$ cat config.mk
export PLATFORM = sky130hd
export DESIGN_NAME = data_sram_bridge
export DESIGN_NICKNAME = d
export VERILOG_FILES = /design/src/rtl/bridge_pkg.sv /design/src/rtl/bridge_watchdog.sv /design/src/rtl/data_sram_bridge.sv
export SDC_FILE = /design/constraint.sdc
export NUM_CORES = 1
export LEC_CHECK = 0
export CAP_MARGIN = 10
export CELL_PAD_IN_SITES_DETAIL_PLACEMENT = 1
export CELL_PAD_IN_SITES_GLOBAL_PLACEMENT = 2
export CORE_MARGIN = 10
export CORE_UTILIZATION = 20
export CTS_BUF_LIST = sky130_fd_sc_hd__clkbuf_8
export DETAILED_ROUTE_END_ITERATION = 10
export PLACE_DENSITY = 0.84
export SLEW_MARGIN = 30
export SYNTH_ARGS = -nofsm -noshare
export SYNTH_HDL_FRONTEND = slang
export SYNTH_HIERARCHICAL = 1
export SYNTH_SLANG_ARGS = --single-unit
$ cat constraint.sdc
create_clock -name clk -period 2.2 [get_ports clk]
set_clock_uncertainty 0.2 [all_clocks]
set_input_delay 0.66 -clock clk [delete_from_list [all_inputs] [get_ports clk]]
set_output_delay 0.66 -clock clk [all_outputs]
set_load 0.03 [all_outputs]
$ cat src/rtl/bridge_pkg.sv
// bridge_pkg
//   Shared definitions for data_sram_bridge and bridge_watchdog:
//   - state_e        : bridge FSM states (IDLE, REQ, WAIT, DONE)
//   - TIMEOUT_RDATA  : read data returned to the CPU when a read times out
//   - req_t          : captured CPU request {wr, strb, addr, wdata}
//   The request struct is sized for the 32-bit data memory bus. The bridge's
//   ADDR_W/DATA_W parameters must match these widths.
package bridge_pkg;

  localparam int BUS_ADDR_W = 32;
  localparam int BUS_DATA_W = 32;
  localparam int BUS_STRB_W = BUS_DATA_W / 8;

  localparam logic [BUS_DATA_W-1:0] TIMEOUT_RDATA = 32'hDEAD_BEEF;

  typedef enum logic [1:0] {
    IDLE = 2'd0,
    REQ  = 2'd1,
    WAIT = 2'd2,
    DONE = 2'd3
  } state_e;

  typedef struct packed {
    logic                  wr;
    logic [BUS_STRB_W-1:0] strb;
    logic [BUS_ADDR_W-1:0] addr;
    logic [BUS_DATA_W-1:0] wdata;
  } req_t;

endpackage

$ cat src/rtl/bridge_watchdog.sv
// bridge_watchdog
//   Cycle counter that flags an access which has been outstanding too long.
//   Only built when DATA_SRAM_BRIDGE_TIMEOUT_EN is defined.
//   Ports:
//     clk     : clock, rising edge
//     reset   : synchronous, active-high
//     clear   : restart the count at zero (asserted on the cycle before REQ)
//     count   : advance the count this cycle (bridge in REQ or WAIT)
//     limit   : number of counted cycles after which expired fires
//     expired : the current counted cycle is the limit-th one
`ifdef DATA_SRAM_BRIDGE_TIMEOUT_EN
module bridge_watchdog #(
  parameter int CNT_W = 8
) (
  input  logic             clk,
  input  logic             reset,
  input  logic             clear,
  input  logic             count,
  input  logic [CNT_W-1:0] limit,
  output logic             expired
);

  logic [CNT_W-1:0] cnt_q;
  logic [CNT_W:0]   cnt_next;

  // One extra bit so the comparison cannot wrap.
  assign cnt_next = {1'b0, cnt_q} + (CNT_W+1)'(1);

  // Fires in the cycle whose increment would reach the limit, so the
  // bridge leaves REQ/WAIT after exactly 'limit' counted cycles.
  assign expired = count && (cnt_next >= {1'b0, limit});

  always_ff @(posedge clk) begin
    if (reset || clear) begin
      cnt_q <= '0;
    end else if (count) begin
      cnt_q <= cnt_next[CNT_W-1:0];
    end
  end

endmodule
`endif

$ cat src/rtl/data_sram_bridge.sv
// data_sram_bridge
//   Converts the CPU's single-cycle data SRAM port into a request/grant plus
//   read-response bus for a multi-cycle data memory. One access outstanding;
//   the CPU is held with cpu_stall until the access completes.
//   Optional feature macro: DATA_SRAM_BRIDGE_TIMEOUT_EN (watchdog that ends a
//   stuck access after TIMEOUT_CYC cycles and sets sticky bus_err).
//   Ports:
//     clk, reset            : clock and synchronous active-high reset
//     cpu_en/wen/addr/wdata : CPU access request (wen != 0 means write)
//     cpu_rdata             : registered read data, valid in DONE and held
//     cpu_stall             : pipeline freeze
//     bus_req/wr/strb/addr/wdata : memory request, addr word aligned
//     bus_gnt               : request accepted
//     bus_rvalid/rdata      : read response
//     bus_err               : sticky timeout flag (0 without the macro)
module data_sram_bridge
  import bridge_pkg::*;
#(
  parameter int ADDR_W      = 32,
  parameter int DATA_W      = 32,
  parameter int TIMEOUT_CYC = 255
) (
  input  logic              clk,
  input  logic              reset,
  input  logic              cpu_en,
  input  logic [3:0]        cpu_wen,
  input  logic [ADDR_W-1:0] cpu_addr,
  input  logic [DATA_W-1:0] cpu_wdata,
  output logic [DATA_W-1:0] cpu_rdata,
  output logic              cpu_stall,
  output logic              bus_req,
  output logic              bus_wr,
  output logic [3:0]        bus_strb,
  output logic [ADDR_W-1:0] bus_addr,
  output logic [DATA_W-1:0] bus_wdata,
  input  logic              bus_gnt,
  input  logic              bus_rvalid,
  input  logic [DATA_W-1:0] bus_rdata,
  output logic              bus_err
);

  state_e state_q, state_d;
  req_t   req_q;
  logic   capture;
  logic   expired;
  logic   rsp_take;
  logic   abort;
  logic   unused_ok;

  assign capture = (state_q == IDLE) && cpu_en;

  // ---------------------------------------------------------------------------
  // Optional watchdog
  // ---------------------------------------------------------------------------
`ifdef DATA_SRAM_BRIDGE_TIMEOUT_EN
  localparam int               CNT_W = $clog2(TIMEOUT_CYC + 1);
  localparam logic [CNT_W-1:0] LIMIT = CNT_W'(TIMEOUT_CYC);

  logic err_q;

  bridge_watchdog #(
    .CNT_W (CNT_W)
  ) u_watchdog (
    .clk     (clk),
    .reset   (reset),
    .clear   (capture),
    .count   ((state_q == REQ) || (state_q == WAIT)),
    .limit   (LIMIT),
    .expired (expired)
  );

  // Sticky until reset so software can see that an access was lost.
  always_ff @(posedge clk) begin
    if (reset) begin
      err_q <= 1'b0;
    end else if (abort) begin
      err_q <= 1'b1;
    end
  end

  assign bus_err   = err_q;
  assign unused_ok = ^req_q.addr[1:0];
`else
  assign expired   = 1'b0;
  assign bus_err   = 1'b0;
  assign unused_ok = ^{req_q.addr[1:0], TIMEOUT_CYC[0]};
`endif

  // ---------------------------------------------------------------------------
  // FSM
  // ---------------------------------------------------------------------------
  always_ff @(posedge clk) begin
    // NOTE: clocked state uses non-blocking assignments so every register
    // samples pre-edge values regardless of block ordering.
    if (reset) begin
      state_q <= IDLE;
    end else begin
      state_q <= state_d;
    end
  end

  always_comb begin
    // NOTE: defaults first, so no path through the case leaves an output
    // unassigned and no latch is inferred.
    state_d   = state_q;
    bus_req   = 1'b0;
    cpu_stall = 1'b0;
    rsp_take  = 1'b0;
    abort     = 1'b0;
    unique case (state_q)
      IDLE: begin
        cpu_stall = cpu_en;
        if (cpu_en) state_d = REQ;
      end
      REQ: begin
        bus_req   = 1'b1;
        cpu_stall = 1'b1;
        // bus_rvalid is ignored here even when it coincides with the grant.
        if (bus_gnt) begin
          state_d = req_q.wr ? DONE : WAIT;
        end else if (expired) begin
          abort   = 1'b1;
          state_d = DONE;
        end
      end
      WAIT: begin
        cpu_stall = 1'b1;
        // A response arriving on the last counted cycle still wins.
        if (bus_rvalid) begin
          rsp_take = 1'b1;
          state_d  = DONE;
        end else if (expired) begin
          abort   = 1'b1;
          state_d = DONE;
        end
      end
      DONE: begin
        state_d = IDLE;
      end
      default: begin
        state_d = IDLE;
      end
    endcase
  end

  // ---------------------------------------------------------------------------
  // Request capture and read data
  // ---------------------------------------------------------------------------
  always_ff @(posedge clk) begin
    if (reset) begin
      req_q     <= '0;
      cpu_rdata <= '0;
    end else begin
      if (capture) begin
        req_q <= '{wr: |cpu_wen, strb: cpu_wen, addr: cpu_addr, wdata: cpu_wdata};
      end
      if (rsp_take) begin
        cpu_rdata <= bus_rdata;
      end else if (abort && !req_q.wr) begin
        cpu_rdata <= TIMEOUT_RDATA;
      end
    end
  end

  // Bus fields come straight from the captured request: stable through REQ
  // and free of any combinational path from bus_gnt.
  assign bus_wr    = req_q.wr;
  assign bus_strb  = req_q.strb;
  assign bus_addr  = {req_q.addr[ADDR_W-1:2], 2'b00};
  assign bus_wdata = req_q.wdata;

endmodule

## Yosys cells after proc, flatten, opt, wreduce, memory -nomap -nowiden

Index checks and enable logic that the tools add are counted.

| storage, ports and cells | value |
|---|---|
| flip-flop bits (word level) | 103 |
| input bits | 105 |
| output and inout port bits | 104 |
| logic and storage cells | 27 |

| operators by class | value |
|---|---|
| equality and inequality tests | 6 |
| muxes and demuxes | 10 |
| reductions and logical operators | 5 |

Operators by type and width:

| cell | number |
|---|---|
| $mux 32 | 1 |
| $pmux 2 s4 | 1 |
| $mux 2 | 3 |
| $ne 2x2->1 const B | 3 |
| $eq 2x2->1 const B | 2 |
| $mux 1 | 4 |
| $reduce_or 4->1 | 1 |
| $reduce_and 3->1 | 1 |
| $eq 2x1->1 const B | 1 |
| $logic_not 2->1 | 1 |
| $pmux 1 s2 | 1 |
| $reduce_or 2->1 | 1 |
| $logic_and 1x1->1 | 1 |

## Longest topological paths before layout

| depth | value |
|---|---|
| word-level depth | 3 |
| mapped depth | 8 |
| mapped depth without buffers | 5 |

## Least setup slack after synthesis

No wires, ideal clock.

| timing path | value |
|---|---|
| kind | input -> output |
| start point | in cpu_en |
| end point | out cpu_stall |
| data arrival time | 1,501 ps |
| setup slack | -161 ps |
| stages | 5 |
| buffers on the path | 2 |
| path through | and2_1 > buf_4 > buf_2 > nor2_1 > nor2_1 |

| on the way | value |
|---|---|
| word-level cells in the longest chain between the ends | 1 |

Ends and longest elaborated chain:

| element | RTL line | source |
|---|---|---|
| start: declaration | data_sram_bridge.sv:25 | `input logic cpu_en,` |
| $pmux 1 s2 | data_sram_bridge.sv:110 | `unique case (state_q)` |
| end: declaration | data_sram_bridge.sv:30 | `output logic cpu_stall,` |

No other way between the ends.

## Worst setup path after layout

| timing path | value |
|---|---|
| start point | reg state_q[1] |
| end point | out cpu_stall |

| on the way | value |
|---|---|
| word-level cells in the longest chain between the ends | 3 |
| elaborated cells on any way between the ends | 5 |
| those cells by class | eq/ne (2); mux (1); reduce/logical (2) |

Ends and longest elaborated chain:

| element | RTL line | source |
|---|---|---|
| start: declaration | data_sram_bridge.sv:42 | `state_e state_q, state_d;` |
| start signal: assignment | data_sram_bridge.sv:98 | `state_q <= state_d;` |
| $eq 2x2->1 or $eq 2x1->1 (tied branches) | data_sram_bridge.sv:110 |  |
| $reduce_or 2->1 (no source line) | -- |  |
| $pmux 1 s2 (*) | data_sram_bridge.sv:110 |  |

Mark *: on every way between the ends. The rest lies on a longest branch, timed or not.

==> out/summary.txt <==
Status: finished, violations left
Failing checks: setup timing
Wire length per cell: 16.4 µm
Average via count per standard cell: 4.30
Arr. time, crit path: 1390 ps
CTS Buffer Depth: 2
Die area: 0.0242 mm²
Post-synthesis cell count: 462
1st-iter DRT viols: 93
RSZ-0062 raised after global routing: yes
CTS Buf Count: 9
Worst-margin pin slew: 514 ps
Worst Setup SP: state_q[1]
Drt drc: 0
H-tree level count: 3
Worst Reg2Reg Path Length in Cells: 7
Hold Path Class: register to register
Slew Limit Fails: 0
Flop-to-flop setup slack: 410 ps
IR drop worst, VDD: 380 µV
Post-synth top cells: nand2_1 (199), dfxtp_1 (101), a21oi_1 (97), buf_2 (12), clkbuf_1 (11)
Vias in the first global route: 4,178
Final setup fails: 1
Initial core utilization: 20.4%
Reg2Reg Launch Point: state_q[1]
Worst-path clk slew: 100 ps
Clock network power share: 17.5%
Worst setup margin: -46.2 ps
Seq/Total Area, Yosys: 54.9%
Count leader, synth: nand2_1
FF-to-FF End: bus_wdata[23]
Synthesis-to-finish area growth: 65.2%
Max Cap Viol: 0
Congestion Overflow GR: 0
Sink Count: 101
Antenna violations before repair: 1
Ys async rst share: 0%
Worst-path cell chain: inv_4 > ha_4 > and2_4 > nor2_4 > nor2_4 > buf_12
Height of the chip: 156 µm
Net Sw Frac: 41.4%
Int Pwr: 3.63 mW
Power per cell area: 1020 mW/mm²
CP Max Fanout: 3
Synth warn: 6
EDFF count, synth: 0
Netlist cell types: 24
Share of cells above drive strength 1: 6.94%
Lkg Pwr: 2.62 nW
Vias: 3,839
Worst stage delay on the critical path: 370 ps
Critical path's most frequent cell: nor2_4
Placeable Area: 0.0180 mm²
CTS tree: done
Synth area leader: dfxtp_1
Row count: 49
Worst EP required: 1340 ps
Final net count: 769
Tcrit/Tclk final: 102%
First-pass iteration count of the detailed router: 4
Fin Setup TNS: -46.2 ps
Synth top area share: 54.9%
I/O pins: 209
Kind of critical path: register to output pin
CP Launch Type: register
Min Tclk post-route: 2250 ps
Crit path to: cpu_stall
Tot Pwr: 6.19 mW
Remaining antenna violation count: 0
DRT Wirelength: 14,600 µm
Largest net degree at the start of global routing: 102
Crit. End Element: output pin
Port bufs: 203
Combinational share of power: 45.3%
Clk Latency, worst-skew pair: 380 ps
Average footprint of a synthesized cell: 7.97 µm²
Critical-path top delay cell: dfxtp_2
Post-Syn Area: 0.00368 mm²
Hold Buf Count CTS: 0
First-pass GRT wire length: 23,000 µm
Sw Pwr: 2.56 mW
Total GRT Usage: 11.8%
Synth area leaders: dfxtp_1 (55%), nand2_1 (20%), a21oi_1 (13%), ha_1 (2.0%), buf_2 (1.6%)
Main synth FF type: dfxtp_1
Final GP Congestion: 0.796
Die Wd: 156 µm
Final hold viol count: 0
Max Clock Freq: 445 MHz
FF+latch count, synth: 101
Worst slew margin: 65.7%
Root buf cell: clkbuf_8
Share of power burned in registers: 37.2%
HPWL after detailed placement: 11,000 µm
-- routing by layer --
metal	wire length, µm	track usage [%]	vias to the layer above
met5	0	0	-
met4	357	4.77	0
met3	1430	5.54	22
met2	6850	19.2	137
met1	6000	13.0	1812
li1	-	-	1868
-- critical path: cells and delay by family (launching register included) --
kind          cells  cell delay [ps]
flops             1              370
buf+inv           2              180
fa+ha+maj         1              160
simple gates      3              290
-- worst min-delay path by stage --
stage | startpoint | end | slack [ps] | cells past startpoint
3_3_place_gp | bus_wdata[15] | bus_wdata[15] | 240 | 2
4_1_cts | cpu_rdata[22] | cpu_rdata[22] | 260 | 2
2_1_floorplan | state_q[1] | state_q[1] | 290 | 2
6_report | cpu_rdata[25] | cpu_rdata[25] | 260 | 2
3_5_place_dp | cpu_rdata[22] | cpu_rdata[22] | 250 | 2
5_1_grt | cpu_rdata[21] | cpu_rdata[21] | 280 | 2
-- flip-flops by register name (all words and copies together), names as in the netlist --
register and count:
bus_wdata 32, state_q 2, bus_strb 4, cpu_rdata 32
bus_addr 30, bus_wr 1
-- cell type report --
type | count | area, µm²
antenna | 1 | 2.50
clock buffer | 9 | 124
clock inverter | 7 | 45.0
fill | 2146 | 11900
inverter | 2 | 12.5
multi-input combinational | 325 | 1490
sequential | 101 | 2020
tap | 229 | 287
timing repair buffer | 219 | 2090
-- cell families (layout without fill, tap and decap cells) --
logic type / count (synthesis) / after routing / synth area share [%]
fa+ha+maj: 6 / 6 / 2.04
simple gates: 211 / 211 / 22.2
flops: 101 / 101 / 54.9
other cells: 1 / 4 / 0.102
compound gates: 105 / 105 / 15.0
buf+inv: 38 / 237 / 5.71
-- per-stage QoR --
stage                     utilization (%)  instance area (µm²)  worst slack (ps)  cells  hold slack (ps)
after global routing                 33.7                 6080              -122    892              280
after floorplan                         -                 3700              20.2    464              293
after detailed placement             33.2                 5980              -260    873              249
after global placement               33.2                 5980              -255    873              242
final                                33.7                 6080             -46.2    893              258
after CTS                            33.6                 6050             -72.8    889              260
-- power by group through the flow --
stage                     logic (mW)  clock network (mW)  registers, mW
after detailed placement        2.94                   0           2.34
after CTS                       2.82                1.15           2.31
after floorplan                 1.09                   0           2.90
after global routing            3.07                1.23           2.34
after global placement          2.86                   0           2.32
final                           2.80                1.09           2.30
-- cells in the final DEF, fill, tap and decap left out, drive strengths merged --
cell	Yosys	final
diode	0	1
a221oi	1	1
or2b	1	1
conb	1	3
clkinv	0	3
o41ai	1	1
nand2	199	199
nor3	1	1
o2111ai	1	1
clkbuf	11	9
o31ai	1	1
nor2b	3	3
dlygate4sd2	0	100
a211oi	1	1
clkdlybuf4s50	0	100
buf	25	19
and2	2	2
a21oi	100	100
clkinvlp	0	2
nand2b	2	2
nand4	1	1
ha	6	6
nor2	2	2
inv	2	4
dfxtp	101	101
-- what timing repair did --
action                     in CTS  in global routing
setup buffers                   0                  3
cloned                          0                  0
gates resized for setup       110                  1
pin swaps                       1                  2
setup endpoints to repair     100                  2
(Power assumes the default switching activity.)
